[src/rtl/pipelined_cla_addsub.sv]
// Pipelined carry-lookahead adder/subtractor with valid/ready flow control and a global stall.
// Optional build macro CLA_SATURATE_EN clamps overflowing results to signed max/min.
module pipelined_cla_addsub #(
  parameter int unsigned WIDTH  = 32,
  parameter int unsigned BLOCK  = 4,
  parameter int unsigned STAGES = 2
) (
  input  logic             clk,
  input  logic             rst,
  input  logic             i_valid,
  output logic             o_ready,
  input  logic [WIDTH-1:0] i_add1,
  input  logic [WIDTH-1:0] i_add2,
  input  logic             i_cin,
  input  logic             i_sub,
  output logic             o_valid,
  input  logic             i_ready,
  output logic [WIDTH-1:0] o_result,
  output logic             o_cout,
  output logic             o_ovf
);

  localparam int unsigned SW  = WIDTH / STAGES;  // bits resolved per stage
  localparam int unsigned GPS = SW / BLOCK;      // lookahead groups per stage

  logic adv;
  logic take;
  logic rdy_q;

  assign adv     = ~o_valid | i_ready;
  assign o_ready = rdy_q & adv;
  assign take    = i_valid & o_ready;

  // Holds off acceptance for the first cycle after reset release.
  always_ff @(posedge clk or negedge rst) begin
    if (!rst) begin
      rdy_q <= 1'b0;
    end else begin
      rdy_q <= 1'b1;
    end
  end

  for (genvar s = 0; s < STAGES; s++) begin : g_stage
    localparam int unsigned Lo = s * SW;
    localparam int unsigned Hi = Lo + SW;

    logic [WIDTH-1:Lo] a_in;
    logic [WIDTH-1:Lo] b_in;
    logic              c_in;
    logic              v_in;
    logic [SW-1:0]     sum;
    logic              c_out;
    logic [Hi-1:0]     res_d;
    logic [Hi-1:0]     res_q;
    logic              v_q;
    logic              c_q;

    if (s == 0) begin : g_src
      assign a_in  = i_add1;
      assign b_in  = i_add2 ^ {WIDTH{i_sub}};
      assign c_in  = i_cin ^ i_sub;
      assign v_in  = take;
      assign res_d = sum;
    end else begin : g_src
      assign a_in  = g_stage[s-1].g_pend.a_q;
      assign b_in  = g_stage[s-1].g_pend.b_q;
      assign c_in  = g_stage[s-1].c_q;
      assign v_in  = g_stage[s-1].v_q;
      assign res_d = {sum, g_stage[s-1].res_q};
    end

    // Running group generate/propagate gives each bit its lookahead carry; the group's
    // final G/P then forms the carry into the next group.
    always_comb begin : p_cla
      logic        c;
      logic        gg;
      logic        pg;
      int unsigned idx;
      c   = c_in;
      gg  = 1'b0;
      pg  = 1'b1;
      idx = 0;
      sum = '0;
      for (int unsigned k = 0; k < GPS; k++) begin
        gg = 1'b0;
        pg = 1'b1;
        for (int unsigned j = 0; j < BLOCK; j++) begin
          idx = Lo + k * BLOCK + j;
          sum[k*BLOCK+j] = a_in[idx] ^ b_in[idx] ^ (gg | (pg & c));
          gg = (a_in[idx] & b_in[idx]) | ((a_in[idx] | b_in[idx]) & gg);
          pg = pg & (a_in[idx] | b_in[idx]);
        end
        c = gg | (pg & c);
      end
      c_out = c;
    end

    always_ff @(posedge clk or negedge rst) begin
      if (!rst) begin
        v_q   <= 1'b0;
        c_q   <= 1'b0;
        res_q <= '0;
      end else if (adv) begin
        v_q   <= v_in;
        c_q   <= c_out;
        res_q <= res_d;
      end
    end

    if (s < STAGES - 1) begin : g_pend
      logic [WIDTH-1:Hi] a_q;
      logic [WIDTH-1:Hi] b_q;

      always_ff @(posedge clk or negedge rst) begin
        if (!rst) begin
          a_q <= '0;
          b_q <= '0;
        end else if (adv) begin
          a_q <= a_in[WIDTH-1:Hi];
          b_q <= b_in[WIDTH-1:Hi];
        end
      end
    end else begin : g_last
      logic ovf_d;
      logic ovf_q;

      // Carry into the MSB recovered from its sum bit: s = a ^ b ^ c.
      assign ovf_d = (sum[SW-1] ^ a_in[WIDTH-1] ^ b_in[WIDTH-1]) ^ c_out;

      always_ff @(posedge clk or negedge rst) begin
        if (!rst) begin
          ovf_q <= 1'b0;
        end else if (adv) begin
          ovf_q <= ovf_d;
        end
      end

`ifdef CLA_SATURATE_EN
      logic sign_q;

      always_ff @(posedge clk or negedge rst) begin
        if (!rst) begin
          sign_q <= 1'b0;
        end else if (adv) begin
          sign_q <= a_in[WIDTH-1];
        end
      end
`endif
    end
  end

  logic [WIDTH-1:0] res_last;

  assign res_last = g_stage[STAGES-1].res_q;
  assign o_valid  = g_stage[STAGES-1].v_q;
  assign o_cout   = g_stage[STAGES-1].c_q;
  assign o_ovf    = g_stage[STAGES-1].g_last.ovf_q;

`ifdef CLA_SATURATE_EN
  always_comb begin
    o_result = res_last;
    if (o_ovf) begin
      o_result = g_stage[STAGES-1].g_last.sign_q ? {1'b1, {(WIDTH-1){1'b0}}}
                                                 : {1'b0, {(WIDTH-1){1'b1}}};
    end
  end
`else
  assign o_result = res_last;
`endif

endmodule

[config.mk]
export PLATFORM = sky130hd
export DESIGN_NAME = pipelined_cla_addsub
export DESIGN_NICKNAME = d
export VERILOG_FILES = /design/src/rtl/pipelined_cla_addsub.sv
export SDC_FILE = /design/constraint.sdc
export NUM_CORES = 1
export LEC_CHECK = 0
export CORE_UTILIZATION = 45
export CTS_CLUSTER_SIZE = 10
export DETAILED_ROUTE_END_ITERATION = 16
export DONT_BUFFER_PORTS = 1
export PLACE_DENSITY = 0.7
export SETUP_SLACK_MARGIN = 0.5
export SYNTH_ARGS = -nofsm -noshare
export SYNTH_HDL_FRONTEND = slang
export SYNTH_SLANG_ARGS = --single-unit
[constraint.sdc]
create_clock -name clk -period 4.4 [get_ports clk]
set_clock_uncertainty 0.05 [all_clocks]
set_input_delay 0.66 -clock clk [delete_from_list [all_inputs] [get_ports clk]]
set_output_delay 0.66 -clock clk [all_outputs]
set_load 0.02 [all_outputs]
### After elaboration in Yosys (flattened, before gate mapping)

Cells that the tools add are included.
W data, S select, Z words.

* register bits after elaboration: 86
* input bits: 70
* word-level logic and storage cells: 283

* bitwise gates (word level): 273

Operator list (count)
* $and A1 B1 Y1: 114
* $or A1 B1 Y1: 89
* $xor A1 B1 Y1: 68
* $xor A32 B32 Y32: 1
* $not A1 Y1: 1

### Logic depth before layout (Yosys ltp)

* word-level depth: 18
* gate-level depth with buffers: 14
* mapped depth without buffers: 12

### Worst setup path after synthesis

Ideal clock, no wire load.

* path type: input to register
* start: in i_sub
* end: reg g_stage[0].res_q[12]
* setup time: 117 ps
* arrival: 3192 ps
* required time: 4233 ps
* path slack: 1041 ps
* stages: 12
* buffers on the path: 2
* cell sequence: buf_6 -> clkbuf_1 -> xor2_1 -> inv_1 -> ha_1 -> o311ai_2 -> nor4b_4 -> o41ai_2 -> a21oi_2 -> fa_1 -> nand2_1 -> nand2_1

* cells in the longest elaborated chain, start to end: 14
* elaborated cells on any way between the ends: 61
* classes of those cells: bitwise: 61

Ends and longest elaborated chain
* from (decl): line 15 `input logic i_sub,`
* $xor A32 B32 Y32: line 60 `assign b_in = i_add2 ^ {WIDTH{i_sub}};`
* $or A1 B1 Y1 / $and A1 B1 Y1 (equally long branches): line 90, 91
* $and A1 B1 Y1: line 90 `gg = (a_in[idx] & b_in[idx]) | ((a_in[idx] | b_in[idx]) & gg);`
* $or A1 B1 Y1: line 90
* $and A1 B1 Y1: line 90
* $or A1 B1 Y1: line 90
* $and A1 B1 Y1: line 90
* $or A1 B1 Y1: line 90
* $or A1 B1 Y1: line 93 `c = gg | (pg & c);`
* $and A1 B1 Y1: line 93
* $or A1 B1 Y1: line 93
* $and A1 B1 Y1: line 93
* $or A1 B1 Y1: line 93
* $xor A1 B1 Y1 (*): line 89 `sum[k*BLOCK+j] = a_in[idx] ^ b_in[idx] ^ (gg | (pg & c));`
* named net g_stage[0].res_d[12]: line 53 `logic [Hi-1:0] res_d;`
* to (signal assigned): line 106 `res_q <= res_d;`
* to (decl): line 54 `logic [Hi-1:0] res_q;`

Mark *: on every way through the listed nets, which the timed path passes. The rest lies on a longest branch.
A chain may end at the register's enable or synchronous reset.

### Final worst setup path

* start: in i_sub
* end: reg g_stage[0].res_q[15]

* cells in the longest elaborated chain, start to end: 16
* elaborated cells on any way between the ends: 75
* classes of those cells: bitwise: 75

Ends and longest elaborated chain (line)
* $xor A32 B32 Y32: 60
* $or A1 B1 Y1 / $and A1 B1 Y1 (equally long branches): 90, 91
* $and A1 B1 Y1: 90
* $or A1 B1 Y1: 90
* $and A1 B1 Y1: 90
* $or A1 B1 Y1: 90
* $and A1 B1 Y1: 90
* $or A1 B1 Y1: 90
* $or A1 B1 Y1: 93
* $and A1 B1 Y1: 93
* $or A1 B1 Y1: 93
* $and A1 B1 Y1: 93
* $or A1 B1 Y1: 93
* $and A1 B1 Y1: 89
* $or A1 B1 Y1: 89
* $xor A1 B1 Y1 (*): 89

Every way passes the cells marked *; elsewhere a longest branch is shown, timed or not.

==> metrics.cfg <==
[run_status]
status = finished with violations
violations = design-rule violations

[power]
seqPwrFrac = 0.472
max-vdd-ir-drop_v = 0.0001706
power.net_switching_mw = 1.027
clkPwrFrac = 0.280
leakage_nw = 2.993
power_density_nw_per_um2 = 482.7
internal_power_mw = 1.804
p_sw_frac = 0.3628
comb_power_share = 0.248

[worst_setup_path]
cp-end-kind = register
crit_type = input pin to register
cp-start-kind = input pin
crit_arrival_ns = 2.81
critPathMaxFanout = 33
worst_ep_required_time_ns = 4.54

[global_route]
antenna_found_initial = 0
grt_pass1_vias = 3894
grt_use_total = 0.1828
grt_max_degree = 95
grt_pass1_wl_um = 18150
overflow = 0

[layout]
final_common_cell = nand2_1
mostFrequentLayoutCells = nand2_1 (94), inv_1 (88), dfrtp_1 (86), ha_1 (64), xor2_1 (46)
layout-drive-gt1-share = 0.04858
nets = 735
antenna_cells = 0
fin_util = 0.5071
final_cell_area_sq_um = 5864
syn2layout_area_growth_pct = 8.245

[drt]
drt_iter0_drc = 138
vias = 3705
wirelength_um = 10380
viasPerCell = 5.007
drc = 5
dr.pass1.iters = 10
wl_per_cell_um = 14.03
detail-route-antenna-nets = 0

[logic_synthesis]
netlist_area_sq_um = 5418
syn_nets = 744
synth_top_area_frac = 0.3972
synth_area_leaders = dfrtp_1 (40%), ha_1 (15%), xor2_1 (7.4%), nand2_1 (6.5%), inv_1 (6.1%)
yosys.area.top_type = dfrtp_1
ys_async_sr_fraction = 1.000
synth_edf_count = 0
synth_cells = 602
ys.flop_type = dfrtp_1
yosys.cell_types.count = 45
ys_warn_count = 0
synth-seq-cells = 86
avgSynthCellArea_sq_um = 8.999
ys_seq_area_frac = 0.3972

[clock_network]
clockBufferDepth = 2
htree_levels = 3
cts_root_buf = clkbuf_16
cts_tree = yes
cts_made_buffers = 9
path_clk_slew_ns = 0.06
cts_sinks = 86
clk_latency_ns = 0.34

[timing]
whs_ns = 0.1810
fin_crit_sh = 0.6065
hold_viol_final = 0
timing.final.ws_setup_ns = 1.731
tns_ns = 0
min_period_ns = 2.669
max_slew_margin = 0.4637
setup_violations = 0
tightest_slew_ns = 0.8045
rsz0062_at_grt = no
slew_viol_final = 0
fmax_mhz = 374.7

[flow_run]
drv_cap = 0

[place]
gp_congestion = 0.7696
io_buffers = 0
dpl.hpwl_um = 7590
postPlaceCellArea_sq_um = 5528
pre_cts_ws_ns = 1.390

[floorplanning]
dieArea_sq_um = 12480
core_sq_um = 11560
die_h_um = 111.7
io_pins = 106
initial_core_util = 0.4685
core.rowCount = 39
fp.dieW_um = 111.7

[worst_hold_path]
holdCritPathClass = input pin to asynchronous set/reset pin

## logic make-up (layout without fill, tap and decap cells)
kind of cell / count (synthesis) / in the layout / share of synthesized area
AO/OA/AOI/OAI: 104 / 104 / 0.1148
XOR/XNOR: 57 / 57 / 0.09561
adder cells (fa/ha/maj): 72 / 72 / 0.1774
buffers and inverters: 111 / 106 / 0.07829
flip-flops: 86 / 86 / 0.3972
other: 1 / 1 / 0.0006922
AND/OR/NAND/NOR: 171 / 171 / 0.1360
## power by group through the flow
| stage | clock (mW) | combinational [mW] | sequential (mW) |
|---|---|---|---|
| final | 0.791 | 0.703 | 1.34 |
| after global routing | 0.842 | 0.824 | 1.37 |
| after floorplan | 0 | 0.574 | 1.31 |
| after CTS | 0.812 | 0.713 | 1.34 |
| after detailed placement | 0 | 0.690 | 1.35 |
| after global placement | 0 | 0.661 | 1.35 |
## cell type report
type | count | area (sq um)
fill | 1073 | 5700
multi-input combinational | 405 | 2851
sequential | 86 | 2152
inverter | 88 | 330.3
clock buffer | 12 | 266.5
tap | 143 | 178.9
clock inverter | 3 | 42.54
timing repair buffer | 3 | 42.54
## worst max-delay path, stage by stage
cell and delay, ns:
xor2_1 0.17, inv_1 0.10, ha_1 0.20, o311ai_2 0.38
nor4b_4 0.33, o41ai_2 0.15, a21oi_2 0.24, a221oi_4 0.11
nor4b_1 0.37, a311oi_1 0.09
## layer usage
layer	GRT usage	wire length (um)
met1	0.2379	4911
met2	0.2957	4830
met3	0.03647	458
met4	0.08018	182
met5	0	0
## Yosys cell counts, types with 2 or more instances
| library cell | count |
|---|---|
| xor2_1 | 46 |
| nand3_1 | 5 |
| inv_1 | 88 |
| fa_1 | 8 |
| o21ai_0 | 41 |
| xnor2_1 | 10 |
| o21bai_1 | 4 |
| a31oi_1 | 2 |
| nor2b_1 | 2 |
| dfrtp_1 | 86 |
| nor2_1 | 45 |
| ha_1 | 64 |
| clkbuf_1 | 22 |
| nand2b_1 | 7 |
| nor3_1 | 5 |
| a21oi_1 | 43 |
| nand2_1 | 94 |
| nor4_1 | 2 |
| and2_1 | 2 |
## state kept, by name, indices dropped and copies added (netlist names), 16 cells and up
signal,flops
o_result,32
g_stage.g_pend.a_q,16
g_stage.g_pend.b_q,16
g_stage.res_q,16
## per-stage QoR
step / instances / power [mW]
6_report: 740 / 2.831
3_3_place_gp: 724 / 2.008
5_1_grt: 740 / 3.033
4_1_cts: 740 / 2.867
2_1_floorplan: 602 / 1.880
3_5_place_dp: 724 / 2.043
## path summary, 6_finish.rpt
kind / startpoint / end / slack, ns / depth (start not counted)
max in group asynchronous: rst / o_result[11] / 3.79 / 1
min in group clk: i_add1[27] / g_stage[0].g_pend.a_q[27] / 0.39 / 2
worst max-delay path: i_sub / g_stage[0].res_q[15] / 1.73 / 10
worst min register to register: g_stage[0].v_q / g_stage[0].v_q / 0.42 / 2
worst min-delay path: rst / o_result[21] / 0.18 / 1
worst max register to register: g_stage[0].g_pend.a_q[16] / o_result[29] / 1.75 / 12
## repair_timing
action,in CTS,in global routing
buffers inserted,0,0
endpoints found under the setup margin,0,0
hold buffers,1,0
resized for setup,0,0
hold endpoints to repair,86,0
Note: power is estimated with default switching activity, not from simulation.
